### src/rtl/ball_ctrl_pkg.sv
// Shared types and helpers for the ball motion controller.
package ball_ctrl_pkg;
    localparam int COORD_W = 10;
    localparam int CAND_W  = 11;

    typedef enum logic [1:0] {
        S_WAIT   = 2'd0,
        S_CALC   = 2'd1,
        S_COMMIT = 2'd2
    } state_t;

    typedef enum logic {
        MANUAL = 1'b0,
        AUTO   = 1'b1
    } mode_t;

    typedef logic signed [CAND_W-1:0] cand_t;

    function automatic logic [COORD_W-1:0] max_coord(input int active, input int size);
        return COORD_W'(active - size);
    endfunction
endpackage

### src/rtl/btn_debounce.sv
// Button debouncer: 2-flop synchroniser followed by a stability counter.
// The clean output follows the input only after it has differed for DEBOUNCE_CYC cycles.
module btn_debounce #(
    parameter int DEBOUNCE_CYC = 500000
) (
    input  logic sys_clk,
    input  logic sys_rst,
    input  logic raw,
    output logic clean
);
    localparam int CW = (DEBOUNCE_CYC > 1) ? $clog2(DEBOUNCE_CYC) : 1;
    localparam logic [CW-1:0] TC = CW'(DEBOUNCE_CYC - 1);

    logic          sync1_q, sync2_q, clean_q, clean_d;
    logic [CW-1:0] cnt_q, cnt_d;

    always_comb begin
        clean_d = clean_q;
        cnt_d   = '0;
        if (sync2_q != clean_q) begin
            if (cnt_q == TC) clean_d = sync2_q;
            else             cnt_d   = cnt_q + 1'b1;
        end
    end

    always_ff @(posedge sys_clk) begin
        if (sys_rst) begin
            sync1_q <= 1'b0;
            sync2_q <= 1'b0;
            clean_q <= 1'b0;
            cnt_q   <= '0;
        end else begin
            sync1_q <= raw;
            sync2_q <= sync1_q;
            clean_q <= clean_d;
            cnt_q   <= cnt_d;
        end
    end

    assign clean = clean_q;
endmodule

### src/rtl/ball_motion_ctrl.sv
// Ball position sequencer: debounced buttons move the ball once per frame_tick.
// Optional AUTO_BOUNCE_EN adds an auto-bounce mode toggled by pressing up+down.
//
// state    | meaning
// S_WAIT   | idle, waiting for frame_tick (buttons latched on the tick)
// S_CALC   | form signed candidate position from buttons or velocity
// S_COMMIT | clamp, write position, pulse pos_valid, flag wall contact
module ball_motion_ctrl
    import ball_ctrl_pkg::*;
#(
    parameter int H_ACTIVE     = 640,
    parameter int V_ACTIVE     = 480,
    parameter int BALL_SIZE    = 16,
    parameter int STEP         = 4,
    parameter int DEBOUNCE_CYC = 500000
) (
    input  logic               sys_clk,
    input  logic               sys_rst,
    input  logic               frame_tick,
    input  logic               up,
    input  logic               down,
    input  logic               left,
    input  logic               right,
    output logic [COORD_W-1:0] ball_x,
    output logic [COORD_W-1:0] ball_y,
    output logic               pos_valid,
    output logic               led1,
    output logic               led2,
    output logic               led3,
    output logic               led4,
    output logic               led5
);
    localparam logic [COORD_W-1:0] MAX_X = max_coord(H_ACTIVE, BALL_SIZE);
    localparam logic [COORD_W-1:0] MAX_Y = max_coord(V_ACTIVE, BALL_SIZE);
    localparam cand_t MAX_X_S = cand_t'(MAX_X);
    localparam cand_t MAX_Y_S = cand_t'(MAX_Y);
    localparam cand_t STEP_S  = cand_t'(STEP);

    logic [3:0] btn_db;  // {right, left, down, up}
    logic [3:0] raw_btn;
    assign raw_btn = {right, left, down, up};

    for (genvar i = 0; i < 4; i++) begin : g_db
        btn_debounce #(.DEBOUNCE_CYC(DEBOUNCE_CYC)) u_db (
            .sys_clk(sys_clk), .sys_rst(sys_rst), .raw(raw_btn[i]), .clean(btn_db[i])
        );
    end

    state_t             state_q, state_d;
    logic [COORD_W-1:0] x_q, x_d, y_q, y_d;
    cand_t              nx_q, nx_d, ny_q, ny_d;
    logic               mvx_q, mvx_d, mvy_q, mvy_d;
    logic [3:0]         btn_q, btn_d;
    logic               pos_valid_q, pos_valid_d, led5_q, led5_d;
    logic [COORD_W-1:0] x_cl, y_cl;
    logic               hit_x, hit_y;
`ifdef AUTO_BOUNCE_EN
    mode_t mode_q, mode_d;
    cand_t dx_q, dx_d, dy_q, dy_d;
    logic  ud_q, ud_d;
`endif

    function automatic cand_t axis_step(input logic neg, input logic pos);
        if (neg && !pos) return -STEP_S;
        if (pos && !neg) return STEP_S;
        return '0;
    endfunction

    assign x_cl  = nx_q[CAND_W-1] ? '0 : (nx_q > MAX_X_S) ? MAX_X : nx_q[COORD_W-1:0];
    assign y_cl  = ny_q[CAND_W-1] ? '0 : (ny_q > MAX_Y_S) ? MAX_Y : ny_q[COORD_W-1:0];
    // A moving axis that ends on a wall counts as contact, clamped or not.
    assign hit_x = mvx_q && ((x_cl == '0) || (x_cl == MAX_X));
    assign hit_y = mvy_q && ((y_cl == '0) || (y_cl == MAX_Y));

    always_comb begin
        state_d     = state_q;
        x_d         = x_q;
        y_d         = y_q;
        nx_d        = nx_q;
        ny_d        = ny_q;
        mvx_d       = mvx_q;
        mvy_d       = mvy_q;
        btn_d       = btn_q;
        pos_valid_d = 1'b0;
        led5_d      = led5_q;
`ifdef AUTO_BOUNCE_EN
        dx_d   = dx_q;
        dy_d   = dy_q;
        ud_d   = btn_db[0] & btn_db[1];
        mode_d = mode_q;
        if (ud_d && !ud_q) mode_d = (mode_q == MANUAL) ? AUTO : MANUAL;
`endif
        case (state_q)
            S_WAIT: begin
                if (frame_tick) begin
                    btn_d   = btn_db;
                    state_d = S_CALC;
                end
            end
            S_CALC: begin
                nx_d  = cand_t'(x_q) + axis_step(btn_q[2], btn_q[3]);
                ny_d  = cand_t'(y_q) + axis_step(btn_q[0], btn_q[1]);
                mvx_d = btn_q[2] ^ btn_q[3];
                mvy_d = btn_q[0] ^ btn_q[1];
`ifdef AUTO_BOUNCE_EN
                if (mode_q == AUTO) begin
                    nx_d  = cand_t'(x_q) + dx_q;
                    ny_d  = cand_t'(y_q) + dy_q;
                    mvx_d = 1'b1;
                    mvy_d = 1'b1;
                end
`endif
                state_d = S_COMMIT;
            end
            S_COMMIT: begin
                x_d         = x_cl;
                y_d         = y_cl;
                pos_valid_d = 1'b1;
                if (hit_x || hit_y) led5_d = ~led5_q;
`ifdef AUTO_BOUNCE_EN
                if (mode_q == AUTO) begin
                    if (hit_x) dx_d = -dx_q;
                    if (hit_y) dy_d = -dy_q;
                end
`endif
                state_d = S_WAIT;
            end
            default: state_d = S_WAIT;
        endcase
    end

    always_ff @(posedge sys_clk) begin
        if (sys_rst) begin
            state_q     <= S_WAIT;
            x_q         <= MAX_X >> 1;
            y_q         <= MAX_Y >> 1;
            nx_q        <= '0;
            ny_q        <= '0;
            mvx_q       <= 1'b0;
            mvy_q       <= 1'b0;
            btn_q       <= '0;
            pos_valid_q <= 1'b0;
            led5_q      <= 1'b0;
`ifdef AUTO_BOUNCE_EN
            mode_q <= MANUAL;
            dx_q   <= STEP_S;
            dy_q   <= STEP_S;
            ud_q   <= 1'b0;
`endif
        end else begin
            state_q     <= state_d;
            x_q         <= x_d;
            y_q         <= y_d;
            nx_q        <= nx_d;
            ny_q        <= ny_d;
            mvx_q       <= mvx_d;
            mvy_q       <= mvy_d;
            btn_q       <= btn_d;
            pos_valid_q <= pos_valid_d;
            led5_q      <= led5_d;
`ifdef AUTO_BOUNCE_EN
            mode_q <= mode_d;
            dx_q   <= dx_d;
            dy_q   <= dy_d;
            ud_q   <= ud_d;
`endif
        end
    end

    assign ball_x    = x_q;
    assign ball_y    = y_q;
    assign pos_valid = pos_valid_q;
    assign led1      = btn_db[0];
    assign led2      = btn_db[1];
    assign led3      = btn_db[2];
    assign led4      = btn_db[3];
    assign led5      = led5_q;
endmodule

### config.mk
export PLATFORM = sky130hd
export DESIGN_NAME = ball_motion_ctrl
export DESIGN_NICKNAME = d
export VERILOG_FILES = /design/src/rtl/ball_ctrl_pkg.sv /design/src/rtl/btn_debounce.sv /design/src/rtl/ball_motion_ctrl.sv
export SDC_FILE = /design/constraint.sdc
export NUM_CORES = 1
export LEC_CHECK = 0
export CAP_MARGIN = 5
export CORE_ASPECT_RATIO = 0.6
export CORE_UTILIZATION = 58
export DETAILED_ROUTE_END_ITERATION = 10
export PLACE_DENSITY = 0.77
export SYNTH_ARGS = -nofsm -noshare
export SYNTH_HDL_FRONTEND = slang
export SYNTH_SLANG_ARGS = --single-unit
export TNS_END_PERCENT = 30
### constraint.sdc
create_clock -name sys_clk -period 6.87 [get_ports sys_clk]
set_clock_uncertainty 0.2 [all_clocks]
set_input_delay 1.0305 -clock sys_clk [delete_from_list [all_inputs] [get_ports sys_clk]]
set_output_delay 1.0305 -clock sys_clk [all_outputs]
set_load 0.02 [all_outputs]
After elaboration in Yosys (flattened, before gate mapping)
Cells that the tools add are included.

storage, ports and cells
  flip-flop bits (word level) = 140
  input port bits = 7
  output and inout port bits = 26
  word-level logic and storage cells = 107

cells by class
  add/sub/neg operators = 6
  magnitude comparators = 2
  equality and inequality tests = 13
  muxes and demuxes = 27
  bitwise logic cells = 7
  reduce and logical (&&, ||, !) cells = 26

operators by type and width
  operator                                                                           number
  11-bit two-way mux                                                                 10
  19-bit by 1-bit adder with 19-bit output, second input constant                    4
  19-bit equality test, second input constant                                        4
  10-bit two-way mux                                                                 4
  11-bit adder                                                                       2
  10-bit logical NOT                                                                 2
  2-bit AND reduction                                                                6
  3-bit OR reduction                                                                 4
  11-bit by 10-bit greater-than comparator with 1-bit output, second input constant  1
  11-bit greater-than comparator, second input constant                              1
  1-bit two-way mux                                                                  11
  10-bit equality test, second input constant                                        1
  10-bit by 9-bit equality test with 1-bit output, second input constant             1
  1-bit logical AND                                                                  6
  1-bit inverter                                                                     5
  1-bit logical NOT                                                                  4
  1-bit inequality test                                                              4
  2-bit case mux with 2 select lines                                                 1
  1-bit logical OR                                                                   3
  2-bit by 1-bit equality test with 1-bit output, second input constant              1
  2-bit equality test, second input constant                                         1
  2-bit logical NOT                                                                  1
  2-bit two-way mux                                                                  1
  2-bit inequality test, second input constant                                       1
  1-bit bitwise XOR                                                                  2

Longest topological paths before layout
  depth after elaboration = 10
  gate-level depth with buffers = 11
  depth with buffers taken out = 11

By module
A second synthesis with hierarchy kept.

second synthesis, totals
  cells, all modules = 762
  area, all modules = 6680.2 um^2

modules (own cells, without submodules)
  module            times used  cells an instance  area each (um^2)  sequential area each (um^2)
  btn_debounce      4           109                984.7             440.4
  ball_motion_ctrl  1           326                2741.4            1041.0

Least setup slack after synthesis
OpenSTA, ideal clock, no wires.

  kind = input-to-reg
  from = input port sys_rst
  to = register x_q[4], in the netlist ball_x[4]
  library setup time = 0.087 ns
  arrival = 1.986 ns
  data required time = 6.583 ns
  setup slack = 4.597 ns
  stages = 5
  buffers on the path = 3
  cells stage by stage = clkbuf_1 > buf_1 > buf_1 > a21oi_1 > o31ai_1

RTL lines
  item                    line                     RTL
  start: declaration      ball_motion_ctrl.sv:18   input logic sys_rst,
  end signal: assignment  ball_motion_ctrl.sv:135  x_q <= MAX_X >> 1;
  end: declaration        ball_motion_ctrl.sv:50   logic [COORD_W-1:0] x_q, x_d, y_q, y_d;

Worst setup path in the final report
  from = input port sys_rst
  to = register g_db[3].u_db.cnt_q[14]

on the way
  word-level cells in the longest chain between the ends = 1

ends and longest elaborated chain
  item                                 line                RTL
  3-bit OR reduction (no source line)  --
  end signal: assignment               btn_debounce.sv:36  cnt_q <= cnt_d;
  end: declaration                     btn_debounce.sv:15  logic [CW-1:0] cnt_q, cnt_d;

No other way between the ends.
A chain may end at the register's enable or synchronous reset.

==> impl_metrics.json <==
{
  "run_status": "complete, but fails checks",
  "violations": "DRC",
  "cp.arrival_ns": 3.12,
  "place.detailed.hpwl_um": 9610,
  "ff_latch_area_sq_um": 2800,
  "seqPwrFrac": 0.463,
  "grt_pass1_wl_um": 24400,
  "slew_headroom": 0.502,
  "final_max_slew_viol_count": 0,
  "die_y_um": 83.9,
  "synth_flop_cell": "dfxtp_1",
  "cts_tree": "built",
  "dpl_cell_area_sq_um": 6850,
  "hold_class": "reg -> reg",
  "p_leak_nw": 2.67,
  "crit_slowest_cell": "buf_4",
  "synth_edf_count": 0,
  "core_area_sq_um": 10700,
  "yosys_warnings": 0,
  "fin_crit_ns": 3.05,
  "tightest_slew_ns": 0.747,
  "fillers": 790,
  "ctsHoldBuffers": 0,
  "setup_slack_ns": 3.82,
  "cts_resized": 0,
  "most-common-layout-cells": "dfxtp_1 (140), nor2_1 (125), nand2_1 (53), xor2_1 (44), nand3_1 (43)",
  "final_common_cell": "dfxtp_1",
  "grt_max_degree": 75,
  "area_delta_synth_final_pct": 14.4,
  "synthCells": 737,
  "worstPathMaxFanout": 74,
  "yosysSeqAreaShare": 0.432,
  "start_kind": "input port",
  "postCtsSetupBuffers": 0,
  "ys_async_sr_fraction": 0,
  "routed_wl_um": 14200,
  "die_area_sq_um": 11600,
  "avgSynthCellArea_sq_um": 8.80,
  "fin_setup_tns_ns": 0,
  "critPathCaptureType": "register",
  "die_width_um": 139,
  "routed_via_density": 5.84,
  "path_cells": "buf_2, buf_4, inv_1, nand2_1, or2_1, nor2_1",
  "fin_crit_sh": 0.444,
  "htreeDepth": 4,
  "crit_type": "in -> reg",
  "cts_root_buf": "clkbuf_16",
  "cts.sinks": 140,
  "clk_path_buf_depth": 2,
  "grt_overflow_total": 0,
  "drive_above_1_share": 0.0646,
  "synth_area_sq_um": 6480,
  "synth.net_count": 768,
  "switching_share": 0.232,
  "power.switching_mw": 0.421,
  "max_freq_ghz": 0.328,
  "crit_required_ns": 6.94,
  "multi_input_area_sq_um": 3450,
  "clock_latency_ns": 0.41,
  "synthDistinctLibCells": 59,
  "routedWlPerCell_um": 15.6,
  "internal_power_mw": 1.40,
  "worst_path_largest_cell_delay_ns": 0.56,
  "fin_area_sq_um": 7420,
  "hold_viol": 0,
  "setup_viol": 0,
  "cap_violations": 0,
  "grt_usage": 0.260,
  "ys_ff_latch": 140,
  "rsz0062_at_grt": "no",
  "ios": 33,
  "antenna_found_initial": 0,
  "path_clk_slew_ns": 0.06,
  "gp_congestion": 0.881,
  "dr.pass1.iters": 8,
  "peakVddDrop_v": 0.000184,
  "io_buffer_count": 32,
  "diodes": 0,
  "finalNetCount": 792,
  "grt_pass1_vias": 5118,
  "first_iter_violations": 293,
  "start_util": 0.606,
  "numCtsBuffers": 17,
  "rows": 29,
  "clkPwrFrac": 0.490,
  "ant_nets": 0,
  "powerDensity_nw_per_um2": 245,
  "dp_slack_ns": 3.45,
  "drcViolationCount": 2,
  "dr_total_vias": 5328,
  "pwr-share-comb": 0.048
}
-- synthesized netlist by cell type (9+ instances only) --
library cell    n  area (sq um)
dfxtp_1       140          2800
nor2_1        125           469
nand2_1        53           199
xor2_1         44           385
nand3_1        43           215
xnor2_1        28           245
a21oi_1        26           130
ha_1           22           275
nor3_1         22           110
inv_1          20          75.1
and3_1         15          93.8
clkbuf_1       13          48.8
nor2b_1        13          81.3
nand4_1        12          75.1
nor4_1         11          68.8
nor4b_1        11          96.3
o21ai_0        11          55.1
mux2i_1        10           100
o21a_1         10          75.1
a211oi_1        9          67.6
-- through the flow --
step,power (mW),std cells,hold slack (ns),util
finish,1.82,913,0.237,0.693
global route,1.87,913,0.257,0.693
CTS,1.83,913,0.241,0.693
detailed placement,0.942,881,0.229,0.640
global placement,0.937,881,0.222,0.640
floorplan,0.914,737,0.214,-
-- registers in the layout, summed over array words and instances (netlist names), 2 cells and up --
| signal | cells |
|---|---|
| g_db.u_db.sync1_q | 4 |
| state_q | 2 |
| btn_q | 4 |
| ny_q | 11 |
| ball_y | 10 |
| g_db.u_db.sync2_q | 4 |
| nx_q | 11 |
| g_db.u_db.clean | 4 |
| ball_x | 10 |
| g_db.u_db.cnt_q | 76 |
-- cell families (layout without fill, tap and decap cells) --
family	Yosys count	after routing	share of synthesized area
adder cells (fa/ha/maj)	24	24	0.0486
buffers and inverters	51	88	0.0361
XOR/XNOR	72	72	0.0972
AND/OR/NAND/NOR	345	345	0.268
flip-flops	140	140	0.432
AO/OA/AOI/OAI	95	95	0.102
multiplexers	10	10	0.0154
-- power by group through the flow --
stage	clock network [mW]	logic (mW)	registers [mW]
2_1_floorplan	0	0.0545	0.859
3_5_place_dp	0	0.0854	0.857
5_1_grt	0.940	0.0939	0.841
4_1_cts	0.904	0.0861	0.839
6_report	0.890	0.0865	0.840
3_3_place_gp	0	0.0816	0.856
-- worst max-delay path, delay by kind of cell --
family	cells	cell delay, ns
simple gates	3	0.85
buf+inv	3	1.17
-- metal layers --
metal  global-route usage  part of all wire  up-vias  wire length, um
li1                     -                 -     2627                -
met1                0.355              0.49     2540             6970
met2                0.405              0.45      146             6380
met3               0.0591             0.053       15              757
met4               0.0909            0.0086        0              123
met5                    0                 0        -                0
-- path summary, 6_finish.rpt --
check                  startpoint                     end  slack (ns)  cells past startpoint
max                       sys_rst  g_db[3].u_db.cnt_q[14]        3.82                      6
min          g_db[1].u_db.sync1_q    g_db[1].u_db.sync2_q        0.24                      1
max reg2reg              btn_q[1]                ny_q[10]        4.22                     11
min reg2reg  g_db[1].u_db.sync1_q    g_db[1].u_db.sync2_q        0.24                      1
-- area by class of cell --
type                            instances  area share
Clock buffer                           18      0.0578
Clock inverter                         14      0.0197
Inverter                               20      0.0101
Timing Repair Buffer                   36      0.0465
Tap cell                              139      0.0234
Multi-Input combinational cell        546       0.465
Sequential cell                       140       0.378
(Power assumes the default switching activity.)
